==> src/rtl/bitonic_sort_pipe_pkg.sv <==
// Shared helpers for the bitonic sorting network: stage count and the mapping
// from a linear layer index to its (phase, layer) coordinates and pair direction.
package sort_pkg;

    // Largest element-count exponent the network is built for.
    localparam int unsigned MAX_LOG_N = 6;

    // Number of registered compare-exchange layers for 2**log_n elements.
    function automatic int unsigned num_stages(input int unsigned log_n);
        return (log_n * (log_n + 1)) / 2;
    endfunction

    // Phase p of linear layer k: the largest p with num_stages(p) <= k.
    function automatic int unsigned stage_p(input int unsigned k);
        int unsigned p;
        p = 0;
        for (int unsigned j = 1; j <= MAX_LOG_N; j++) begin
            if (num_stages(j) <= k) begin
                p = j;
            end
        end
        return p;
    endfunction

    // Layer q of linear layer k: counts down from p to 0 within the phase.
    function automatic int unsigned stage_q(input int unsigned k);
        int unsigned p;
        p = stage_p(k);
        return p - (k - num_stages(p));
    endfunction

    // Ascending pair when bit (p+1) of the lower index is clear. In the last
    // phase that bit lies above the index range, so every pair is ascending.
    function automatic logic pair_asc(input int unsigned i, input int unsigned p);
        return ((i >> (p + 1)) & 1) == 0;
    endfunction

endpackage

==> src/rtl/bitonic_sort_pipe_layer.sv <==
// One registered compare-exchange layer (p,q) of the bitonic network, plus
// the two-input max/min comparator it is built from.
module max_min #(
    parameter int WIDTH = 8
) (
    input  logic [WIDTH-1:0] a,
    input  logic [WIDTH-1:0] b,
    output logic [WIDTH-1:0] max_v,
    output logic [WIDTH-1:0] min_v
);

    // Unsigned compare; on a tie the inputs pass straight through.
    always_comb begin
        if (a >= b) begin
            max_v = a;
            min_v = b;
        end else begin
            max_v = b;
            min_v = a;
        end
    end

endmodule

module bitonic_layer
    import sort_pkg::*;
#(
    parameter int WIDTH = 8,
    parameter int LOG_N = 3,
    parameter int P     = 0,
    parameter int Q     = 0
) (
    input  logic                               clk,
    input  logic                               rst,
    input  logic                               advance,
    input  logic                               in_valid,
    input  logic                               in_desc,
    input  logic [(1<<LOG_N)-1:0][WIDTH-1:0]   in_data,
    output logic                               out_valid,
    output logic                               out_desc,
    output logic [(1<<LOG_N)-1:0][WIDTH-1:0]   out_data
);

    localparam int unsigned N = 1 << LOG_N;
    localparam int unsigned D = 1 << Q;

    logic [WIDTH-1:0] xchg [0:N-1];

    for (genvar i = 0; i < N; i++) begin : g_pair
        if (((i >> Q) & 1) == 0) begin : g_cmp
            logic [WIDTH-1:0] hi;
            logic [WIDTH-1:0] lo;
            logic             asc;

            max_min #(.WIDTH(WIDTH)) u_cmp (
                .a     (in_data[i]),
                .b     (in_data[i+D]),
                .max_v (hi),
                .min_v (lo)
            );

            // A descending vector flips every pair direction of the network.
            assign asc         = pair_asc(i, P) ^ in_desc;
            assign xchg[i]     = asc ? lo : hi;
            assign xchg[i+D]   = asc ? hi : lo;
        end
    end

    // Stage register: loads on the global advance, holds otherwise.
    always_ff @(posedge clk) begin
        if (rst) begin
            out_valid <= 1'b0;
            out_desc  <= 1'b0;
            out_data  <= '0;
        end else if (advance) begin
            out_valid <= in_valid;
            out_desc  <= in_desc;
            for (int unsigned i = 0; i < N; i++) begin
                out_data[i] <= xchg[i];
            end
        end
    end

endmodule

==> src/rtl/bitonic_sort_pipe.sv <==
// Fully pipelined bitonic sorter for 2**LOG_N unsigned elements with a
// valid/ready interface, per-vector sort direction and a global stall.
module bitonic_sort_pipe
    import sort_pkg::*;
#(
    parameter int WIDTH = 8,
    parameter int LOG_N = 3,
    parameter int N     = 2**LOG_N
) (
    input  logic             clk,
    input  logic             rst,
    input  logic             in_valid,
    output logic             in_ready,
    input  logic [WIDTH-1:0] in_data [0:N-1],
    input  logic             in_desc,
    output logic             out_valid,
    input  logic             out_ready,
    output logic [WIDTH-1:0] out_data [0:N-1],
    output logic             out_desc,
    output logic             busy
);

    localparam int unsigned S = num_stages(LOG_N);

    // Index 0 is the input port; index k is the register of layer k.
    logic [N-1:0][WIDTH-1:0] stg_data  [0:S];
    logic                    stg_valid [0:S];
    logic                    stg_desc  [0:S];
    logic                    advance;

    // The whole pipe moves together unless the output holds a vector nobody takes.
    assign advance   = !stg_valid[S] || out_ready;
    assign in_ready  = advance;

    assign stg_valid[0] = in_valid;
    assign stg_desc[0]  = in_desc;

    // Repack the input port into the packed stage-0 vector.
    always_comb begin
        for (int unsigned i = 0; i < N; i++) begin
            stg_data[0][i] = in_data[i];
        end
    end

    for (genvar k = 0; k < S; k++) begin : g_layer
        bitonic_layer #(
            .WIDTH (WIDTH),
            .LOG_N (LOG_N),
            .P     (stage_p(k)),
            .Q     (stage_q(k))
        ) u_layer (
            .clk       (clk),
            .rst       (rst),
            .advance   (advance),
            .in_valid  (stg_valid[k]),
            .in_desc   (stg_desc[k]),
            .in_data   (stg_data[k]),
            .out_valid (stg_valid[k+1]),
            .out_desc  (stg_desc[k+1]),
            .out_data  (stg_data[k+1])
        );
    end

    assign out_valid = stg_valid[S];
    assign out_desc  = stg_desc[S];

    // Unpack the last layer onto the output port.
    always_comb begin
        for (int unsigned i = 0; i < N; i++) begin
            out_data[i] = stg_data[S][i];
        end
    end

    // Busy while any layer register holds a vector.
    always_comb begin
        busy = 1'b0;
        for (int unsigned k = 1; k <= S; k++) begin
            busy = busy | stg_valid[k];
        end
    end

endmodule

==> config.mk <==
export PLATFORM = sky130hd
export DESIGN_NAME = bitonic_sort_pipe
export DESIGN_NICKNAME = d
export VERILOG_FILES = /design/src/rtl/bitonic_sort_pipe_pkg.sv /design/src/rtl/bitonic_sort_pipe_layer.sv /design/src/rtl/bitonic_sort_pipe.sv
export SDC_FILE = /design/constraint.sdc
export NUM_CORES = 1
export LEC_CHECK = 0
export CAP_MARGIN = 30
export CELL_PAD_IN_SITES_DETAIL_PLACEMENT = 2
export CELL_PAD_IN_SITES_GLOBAL_PLACEMENT = 2
export CORE_MARGIN = 2
export CORE_UTILIZATION = 34
export DETAILED_ROUTE_END_ITERATION = 7
export PLACE_DENSITY_LB_ADDON = 0.1
export SLEW_MARGIN = 25
export SYNTH_ARGS = -nofsm -noshare
export SYNTH_HDL_FRONTEND = slang
export SYNTH_SLANG_ARGS = --single-unit
==> constraint.sdc <==
create_clock -name clk -period 2.6 [get_ports clk]
set_input_delay 0.52 -clock clk [delete_from_list [all_inputs] [get_ports clk]]
set_output_delay 0.52 -clock clk [all_outputs]
set_load 0.1 [all_outputs]
==> run_results.csv, run 1 <==
group,metric,value,unit
sta,slew_headroom,0.253,
logic_synthesis,ys_seq_area_frac,0.318,
setup_path,r2r-start,"g_layer[3].u_layer.out_data[24]$_SDFFE_PP0P_",
sta,min_period,2.58,ns
routing,vias,26500,
sta,tightest_slew,1.12,ns
final_layout,drive_gt1_frac,0.240,
logic_synthesis,yosys_warnings,0,
setup_path,crit_end,"g_layer[4].u_layer.out_data[14]$_SDFFE_PP0P_",
setup_path,worstPathMaxFanout,14,
min_path,hold_depth,2,
setup_path,startpoint_type,"flop",
sta,finalHoldViolations,0,
logic_synthesis,synth_area_per_cell,8.32,um2
final_layout,fin_nets,3645,
clock_tree,numCtsBuffers,50,
floorplanning,fp.dieH,275,um
floorplanning,ioPinCount,137,
clock_tree,htreeDepth,2,
routing,wirelength,113000,um
setup_path,worstPathRequired,3.08,ns
floorplanning,core_area,72700,um2
floorplanning,row_count,99,
logic_synthesis,synth_seq_cells,396,
setup_path,path_class,"reg2reg",
sta,period_share,0.994,
logic_synthesis,syn_nets,3253,
routing,viasPerCell,6.06,
final_layout,fillers,7954,
logic_synthesis,synthCells,2992,
global_route,grt_pass1_vias,28500,
floorplanning,die_w,275,um
place,hpwlAfterDp,86200,um
run,maxCapViolations,0,
clock_tree,clockBufferDepth,3,
setup_path,startpoint,"g_layer[3].u_layer.out_data[24]$_SDFFE_PP0P_",
sta,grt_setup_unrepaired,"yes",
floorplanning,start_util,0.343,
clock_tree,cts-root-buf,"clkbuf_16",
routing,drc,0,
final_layout,diodes,0,
routing,drt_iter0_drc,1284,
clock_tree,cts.sinks,396,
sta,fin_ws,0.0167,ns
global_route,grt.overflow.total,0,
routing,routedWlPerCell,25.9,um
place,port_buffers,136,
setup_path,r2r_end,"g_layer[4].u_layer.out_data[14]$_SDFFE_PP0P_",
setup_path,ff2ff_setup_slack,0.02,ns
sta,slew_viol_final,0,
logic_synthesis,syn_area,24900,um2
global_route,grtUsageTotal,0.295,
sta,max_freq,387,MHz
global_route,grt_max_degree,120,
final_layout,fin_cells,4378,
power,p_per_area,1200,nW/um2
run_status,status,"finished clean",
clock_tree,cts_tree,"yes",
place,dpl.cell_count,4290,
setup_path,worst-r2r-cell-count,7,
global_route,antenna_found_initial,0,
clock_tree,clk_latency,0.62,ns
floorplanning,dieArea,75400,um2
final_layout,area_growth,29.8,%
routing,drtAntennaViolNets,0,
sta,finalSetupViolCount,0,
routing,firstDrtPassIters,5,
setup_path,end_kind,"flop",
place,place_congestion,0.948,
power,ir_drop,0.000907,V
logic_synthesis,ys_types,24,
place,place_ws,-0.699,ns
global_route,grt_pass1_wl,175000,um
clock_tree,post_cts_buffers,0,
power,p_leak,12.9,nW
clock_tree,cts.clk_slew.worst_paths,0.06,ns
setup_path,cp.arrival,3.06,ns
min_path,hp-class,"reg2reg",
sta,fin_worst_skew,0.0337,ns
-- logic make-up (layout without fill, tap and decap cells) --
kind of cell	Yosys count	count (layout)	synth area share
AO/OA/AOI/OAI	947	947	0.342
AND/OR/NAND/NOR	940	941	0.150
adder cells (fa/ha/maj)	192	192	0.0965
buffers and inverters	517	943	0.0925
flip-flops	396	396	0.318
-- cell type report --
class                           count  area [um2]  share of cell area
Clock buffer                       69        1450              0.0450
Clock inverter                     18         195             0.00604
Inverter                          217         822              0.0254
Multi-Input combinational cell   2080       15300               0.474
Sequential cell                   396        7930               0.245
Tap cell                          959        1200              0.0371
Timing Repair Buffer              639        5410               0.167
-- layer usage --
layer / vias up / global-route usage / part of all wire
met2: 550 / 0.528 / 0.50
li1: 12300 / - / -
met5: - / 0 / 0
met1: 13500 / 0.351 / 0.41
met4: 0 / 0.146 / 0.054
met3: 226 / 0.0304 / 0.030
-- critical path, cell delays in order (launching register included) --
cell	delay, ns
dfxtp_1	0.42
ha_1	0.27
nand2b_1	0.14
a2111o_1	0.48
a211o_1	0.30
and3_4	0.25
buf_4	0.17
a2111oi_2	0.40
-- synthesized netlist by cell type (all sizes together) --
cell       n  area (um2)
nand2     71         267
a311oi   384        3360
a211o     24         210
buf       52         558
dfxtp    396        7930
nand2b    24         150
nor2b      1        6.26
nor4       1        6.26
clkbuf   248         931
nor2     771        2890
ha       192        2400
a2111o    24         270
and3      24         150
o21ai     48         240
a21oi     83         415
nand3     24         120
a2111oi  384        4030
inv      217         815
nand4     24         150
-- where the power goes --
part           switching (mW)  leakage (nW)  internal, mW
sequential               1.56          3.28          7.85
clock                    2.95         0.813          4.19
combinational            13.1          8.84          9.17
total                    17.6          12.9          21.2
-- sequential cells by signal (all words and copies together) (netlist names) --
register and cells:
g_layer.u_layer.out_valid 6, g_layer.u_layer.out_data 384, g_layer.u_layer.out_desc 6
-- metrics by stage --
stage / setup TNS [ns] / hold WS (ns) / util / power (mW) / area (um2)
6_report: 0 / 0.458 / 0.445 / 38.8 / 32300
5_1_grt: -0.809 / 0.489 / 0.445 / 41.2 / 32300
4_1_cts: -0.0109 / 0.462 / 0.439 / 38.2 / 31900
3_5_place_dp: -36.51 / 0.452 / 0.413 / 30.3 / 30000
3_3_place_gp: -28.31 / 0.441 / 0.413 / 29.3 / 30000
2_1_floorplan: 0 / 0.445 / - / 23.3 / 24900
-- worst min-delay path by stage --
stage / end / startpoint / slack [ns]
2_1_floorplan: g_layer[1].u_layer.out_valid$_SDFFE_PP0P_ / g_layer[1].u_layer.out_valid$_SDFFE_PP0P_ / 0.45
3_3_place_gp: g_layer[4].u_layer.out_desc$_SDFFE_PP0P_ / g_layer[4].u_layer.out_desc$_SDFFE_PP0P_ / 0.44
3_5_place_dp: g_layer[4].u_layer.out_desc$_SDFFE_PP0P_ / g_layer[4].u_layer.out_desc$_SDFFE_PP0P_ / 0.45
4_1_cts: g_layer[4].u_layer.out_desc$_SDFFE_PP0P_ / g_layer[4].u_layer.out_desc$_SDFFE_PP0P_ / 0.46
5_1_grt: g_layer[0].u_layer.out_valid$_SDFFE_PP0P_ / in_valid / 0.49
6_report: g_layer[4].u_layer.out_desc$_SDFFE_PP0P_ / g_layer[4].u_layer.out_desc$_SDFFE_PP0P_ / 0.46
-- cell usage in the layout (no fill, tap or decap), types with 5 or more instances in the layout --
master             n
a2111o_1          24
a2111oi_0         84
a2111oi_1        166
a2111oi_2        125
a2111oi_4          9
a211o_1           24
a21oi_1           83
a311oi_1         374
a311oi_2           8
and3_1             5
and3_2            11
and3_4             9
buf_12            35
buf_4            536
clkbuf_1           7
clkbuf_16         51
clkbuf_8          11
clkdlybuf4s50_1   67
clkinv_2           9
dfxtp_1          394
ha_1             192
inv_1            216
nand2_1           71
nand2b_1          24
nand3_1           24
nand4_1           24
nor2_1           771
o21ai_0           47
-- what timing repair did --
item                                    CTS  global route
gates cloned                              0             1
hold buffers                              0             0
endpoints found under the setup margin   79           186
resized for setup                        70           103
pin swaps                                 0             2
Power figures use the tool's default switching activity.
==> inputs of run 2 (changes only) <==
--- a/config.mk
+++ b/config.mk
@@ -5,13 +5,9 @@
 export SDC_FILE = /design/constraint.sdc
 export NUM_CORES = 1
 export LEC_CHECK = 0
-export CAP_MARGIN = 30
-export CELL_PAD_IN_SITES_DETAIL_PLACEMENT = 2
-export CELL_PAD_IN_SITES_GLOBAL_PLACEMENT = 2
-export CORE_MARGIN = 2
-export CORE_UTILIZATION = 34
+export CORE_UTILIZATION = 49
 export DETAILED_ROUTE_END_ITERATION = 7
-export PLACE_DENSITY_LB_ADDON = 0.1
+export PLACE_DENSITY = 0.7
 export SLEW_MARGIN = 25
 export SYNTH_ARGS = -nofsm -noshare
 export SYNTH_HDL_FRONTEND = slang
==> run 2 against run 1 <==
Flip-flop and latch count stayed put. Fmax is 2.7% higher. Register-to-register slack better by 0.07 ns. Highest routed layer unchanged. Largest cell class unchanged. Routed wire length is 25% lower. Largest power group unchanged. Die area is 31% lower. Via count is 2.2% lower.
==> run_results.csv, run 2 (same netlist as run 1, synthesis figures left out) <==
group,metric,value,unit
final_layout,fin_area,30700,um2
final_layout,diodes,0,
global_route,grt_max_degree,85,
place,port_buffers,136,
final_layout,top_register,"g_layer.u_layer.out_data",
place,place_ws,-0.638,ns
setup_path,path_class,"reg2reg",
clock_tree,cts.sinks,396,
clock_tree,clk_latency,0.61,ns
setup_path,startpoint,"g_layer[2].u_layer.out_data[24]$_SDFFE_PP0P_",
sta,finalHoldViolations,0,
floorplanning,core_area,50200,um2
setup_path,r2r-start,"g_layer[2].u_layer.out_data[24]$_SDFFE_PP0P_",
sta,finalSetupViolCount,0,
floorplanning,dieArea,51700,um2
run,maxCapViolations,0,
sta,max_freq,398,MHz
sta,fin_worst_skew,0.0307,ns
sta,fin_ws,0.0853,ns
power,p_per_area,1160,nW/um2
clock_tree,postCtsHoldBufs,0,
routing,vias,25900,
floorplanning,ioPinCount,137,
clock_tree,cts_tree,"yes",
final_layout,top_regs,"g_layer.u_layer.out_data (384), g_layer.u_layer.out_desc (6), g_layer.u_layer.out_valid (6)",
clock_tree,cts.clk_slew.worst_paths,0.06,ns
sta,slew_headroom,0.491,
final_layout,largest_reg_flops,384,
min_path,hp-start,"rst",
final_layout,final_cell_mix,"nor2_1, buf_4, dfxtp_1",
clock_tree,cts-root-buf,"clkbuf_16",
routing,viasPerCell,6.49,
routing,firstDrtPassIters,6,
setup_path,worstPathRequired,3.09,ns
routing,wirelength,84900,um
run_status,status,"finished clean",
sta,period_share,0.967,
routing,drc,0,
floorplanning,fp.dieH,227,um
setup_path,end_kind,"flop",
clock_tree,htreeDepth,2,
setup_path,worst-r2r-cell-count,8,
sta,tns,0,ns
routing,routedWlPerCell,21.2,um
place,hpwlAfterDp,63300,um
routing,drt_iter0_drc,2532,
final_layout,final_util,0.612,
min_path,hp-class,"in2reg",
global_route,antenna_found_initial,0,
place,place_congestion,1.00,
final_layout,fin_nets,3553,
sta,worst_hold_slack,0.348,ns
sta,slew_viol_final,0,
final_layout,final_common_cell,"nor2_1",
clock_tree,clockBufferDepth,3,
floorplanning,start_util,0.496,
routing,drtAntennaViolNets,0,
clock_tree,numCtsBuffers,46,
setup_path,cp.arrival,3.00,ns
setup_path,worstPathMaxFanout,13,
sta,min_period,2.51,ns
final_layout,drive_gt1_frac,0.204,
min_path,hold_depth,2,
power,p_leak,12.3,nW
final_layout,area_growth,23.3,%
global_route,grt.overflow.total,0,
setup_path,startpoint_type,"flop",
power,ir_drop,0.000557,V
floorplanning,row_count,82,
sta,tightest_slew,0.762,ns
floorplanning,die_w,227,um
global_route,grtUsageTotal,0.324,
global_route,grt_pass1_vias,24300,
place,place_area,29000,um2
global_route,grt_pass1_wl,133000,um
==> run 2: per-layer routing <==
metal,GRT usage,part of all wire,up-vias
li1,-,-,12100
met1,0.413,0.41,12400
met2,0.520,0.45,1198
met3,0.0610,0.085,262
met4,0.164,0.055,0
met5,0,0,-
==> run 2: layout make-up <==
type,instances,area (um2)
Clock inverter,14,143
Inverter,217,822
Clock buffer,68,1330
Timing Repair Buffer,552,4720
Multi-Input combinational cell,2079,14900
Fill cell,4288,19500
Sequential cell,396,7930
Tap cell,672,841
==> run 2: worst paths after layout <==
path                                                        to  slack [ns]
setup / recovery  g_layer[3].u_layer.out_data[26]$_SDFFE_PP0P_        0.09
setup reg to reg  g_layer[3].u_layer.out_data[26]$_SDFFE_PP0P_        0.09
hold / removal    g_layer[0].u_layer.out_data[59]$_SDFFE_PP0P_        0.35
hold reg to reg      g_layer[2].u_layer.out_valid$_SDFFE_PP0P_        0.47
==> run 2: repair_timing <==
item	4_1_cts	5_1_grt
pin swaps	0	0
gates resized for setup	7	87
buffers inserted	0	0
endpoints found under the setup margin	8	181
==> run 2: metrics by stage <==
stage / std cells / power [mW]
floorplan: 2992 / 23.3
global placement: 3916 / 27.7
detailed placement: 3916 / 28.3
CTS: 3998 / 34.8
global route: 3998 / 37.5
finish: 3998 / 35.5
==> run 2: critical path, cell delays in order (launching register included) <==
cell	delay (ns)
dfxtp_1	0.33
inv_1	0.05
ha_1	0.28
nand2b_1	0.14
a2111o_1	0.43
a211o_1	0.30
and3_2	0.34
buf_4	0.20
a2111oi_2	0.33
==> run 2: report_power, final <==
part / switching [mW] / internal [mW]
clock: 2.68 / 3.72
sequential: 1.65 / 7.84
combinational: 11.3 / 8.29
==> variant, RTL diff (flow settings as in run 1) <==
`WIDTH` is set to 8 in 3 places; all go to 6.
--- a/src/rtl/bitonic_sort_pipe_layer.sv
+++ b/src/rtl/bitonic_sort_pipe_layer.sv
@@ -2,5 +2,5 @@
 // the two-input max/min comparator it is built from.
 module max_min #(
-    parameter int WIDTH = 8
+    parameter int WIDTH = 6
 ) (
     input  logic [WIDTH-1:0] a,
@@ -26,5 +26,5 @@
     import sort_pkg::*;
 #(
-    parameter int WIDTH = 8,
+    parameter int WIDTH = 6,
     parameter int LOG_N = 3,
     parameter int P     = 0,
--- a/src/rtl/bitonic_sort_pipe.sv
+++ b/src/rtl/bitonic_sort_pipe.sv
@@ -4,5 +4,5 @@
     import sort_pkg::*;
 #(
-    parameter int WIDTH = 8,
+    parameter int WIDTH = 6,
     parameter int LOG_N = 3,
     parameter int N     = 2**LOG_N
Ports: changed (resized in_data and out_data); port bits go from 137 to 105. The function was not compared with the original's and may differ.
==> variant against run 1 <==
Total power down 23%. Cell area down 27%. Wire length down 32%. Critical path depth up 1. Sequential power down 21%. Worst setup slack better by 140 ps. Synthesized area down 24%. Sequential cell count down 96. Critical path type unchanged. Largest cell class unchanged. Largest power group unchanged. Highest routed layer unchanged.
==> variant: results (changes against run 1) <==
Global route
  – Vias in the first global route: 20730 (-27%)
  – Pin count of the biggest net entering global routing: 97 (-19%)
  – First-pass GRT wire length: 121.0 mm (-31%)
  – Gr usage total: 26.77% (-2.8 points)

Logic synthesis
  – Syn_area_per_cell: 8.233 um^2 (-1.1%)
  – Register area share after synthesis: 31.61% (-0.22 points)
  – Syn_nets: 2505 (-23%)
  – Distinct cells, synth: 33 (+38%)
  – Most area-consuming cells after synthesis: dfxtp_1 32%, nor2_1 12%, nor4_1 9.5%

Clocking
  – Worst-skew pair later-pin latency: 580 ps (-40 ps)
  – Total CTS buffers: 41 (-18%)

Layout
  – Fin cells: 3334 (-24%)
  – Share of layout cells above drive strength 1: 23.28% (-0.70 points)
  – Fillers: 6154 (-23%)
  – Top flop regs: g_layer.u_layer.out_data: 288 flops, g_layer.u_layer.out_desc: 6 flops, g_layer.u_layer.out_valid: 6 flops

Critical path
  – Worst-path fanout max: 13 (-1)
  – CP Data Arrival Time: 2880 ps (-180 ps)
  – R2r startpoint: g_layer[1].u_layer.out_data[24]
  – CP peak stage delay: 400 ps (-80 ps)
  – RR Endpoint: g_layer[2].u_layer.out_data[33]
  – Slowest CP cell: dfxtp_1

Place
  – Area of placed instances: 22320 um^2 (-26%)
  – Buffers on Ports: 104 (-24%)

Timing
  – Slew at the pin with the worst max-slew slack: 917.5 ps (-202.8 ps)
  – Clock skew: 28.57 ps (-5.155 ps)

Min path
  – Hold path startpoint: g_layer[5].u_layer.out_desc
  – Hold EP: g_layer[5].u_layer.out_desc

Floorplan
  – Placeable Area: 55200 um^2 (-24%)

Outcome
  – Status: complete, no violations

Power and ir drop
  – Max VDD drop: 0.5409 mV (-40%)

Detailed routing
  – Routed via count: 18990 (-28%)
  – 1st-iter DRT viols: 813 (-37%)
  – DR WL/cell: 23.00 um (-11%)
==> variant: worst min-delay path, cell delays in order (launching register included) <==
cell	delay [ps]
dfxtp_1	310
nand2_1	60
a21oi_1	50
==> variant: cells by family (layout without fill, tap and decap cells) <==
kind of cell | Yosys count | after routing | share of synthesized area (%)
fa+ha+maj | 144 | 144 | 9.482
flops | 300 | 300 | 31.61
simple gates | 1036 | 1036 | 25.23
buf+inv | 361 | 639 | 9.278
compound gates | 467 | 467 | 24.40
==> variant: area by class of cell <==
| type | count | share of cell area [%] |
|---|---|---|
| multi-input combinational | 1647 | 47.47 |
| timing repair buffer | 414 | 15.02 |
| inverter | 151 | 2.418 |
| tap | 748 | 3.940 |
| clock buffer | 59 | 5.157 |
| clock inverter | 15 | 0.7058 |
| sequential | 300 | 25.28 |
==> variant: worst max-delay path by stage <==
| stage | start | end |
|---|---|---|
| final | g_layer[1].u_layer.out_data[24] | g_layer[2].u_layer.out_data[33] |
| after global routing | g_layer[2].u_layer.out_data[35] | g_layer[3].u_layer.out_data[6] |
| after CTS | g_layer[1].u_layer.out_data[24] | g_layer[2].u_layer.out_data[35] |
| after detailed placement | in_data[18] | g_layer[0].u_layer.out_data[29] |
| after global placement | in_data[18] | g_layer[0].u_layer.out_data[29] |
| after floorplan | g_layer[5].u_layer.out_valid | in_ready |
==> variant: per-layer routing <==
metal | GRT usage, % | part of all wire [%] | up-vias
met4 | 9.844 | 3.8 | 0
met1 | 34.20 | 45 | 9494
met3 | 3.238 | 2.7 | 127
li1 | - | - | 9073
met2 | 46.10 | 48 | 296
met5 | 0 | 0 | -
==> variant: power by group <==
part | switching [uW] | leakage [uW] | internal (uW) | total (uW)
combinational | 9920 | 0.00657 | 6560 | 16500
sequential | 1400 | 0.00248 | 5980 | 7380
clock | 2320 | 0.000693 | 3570 | 5880
total | 13600 | 0.00975 | 16100 | 29800
==> variant: timing repair <==
action / CTS / global route
cloned: 0 / 0
setup buffers: 0 / 0
setup endpoints to repair: 2 / 11
pin swaps: 0 / 2
resized for setup: 2 / 11
==> variant: metrics by stage <==
stage | hold slack, ps | setup WS (ps) | setup TNS, ps | util [%]
after floorplan | 445.0 | 179.8 | 0 | -
after global placement | 455.2 | -277.9 | -7330 | 40.44
after detailed placement | 472.1 | -419.3 | -10210 | 40.44
after CTS | 476.9 | 79.58 | 0 | 42.98
after global routing | 504.4 | 10.32 | 0 | 43.03
final | 469.6 | 158.4 | 0 | 43.03
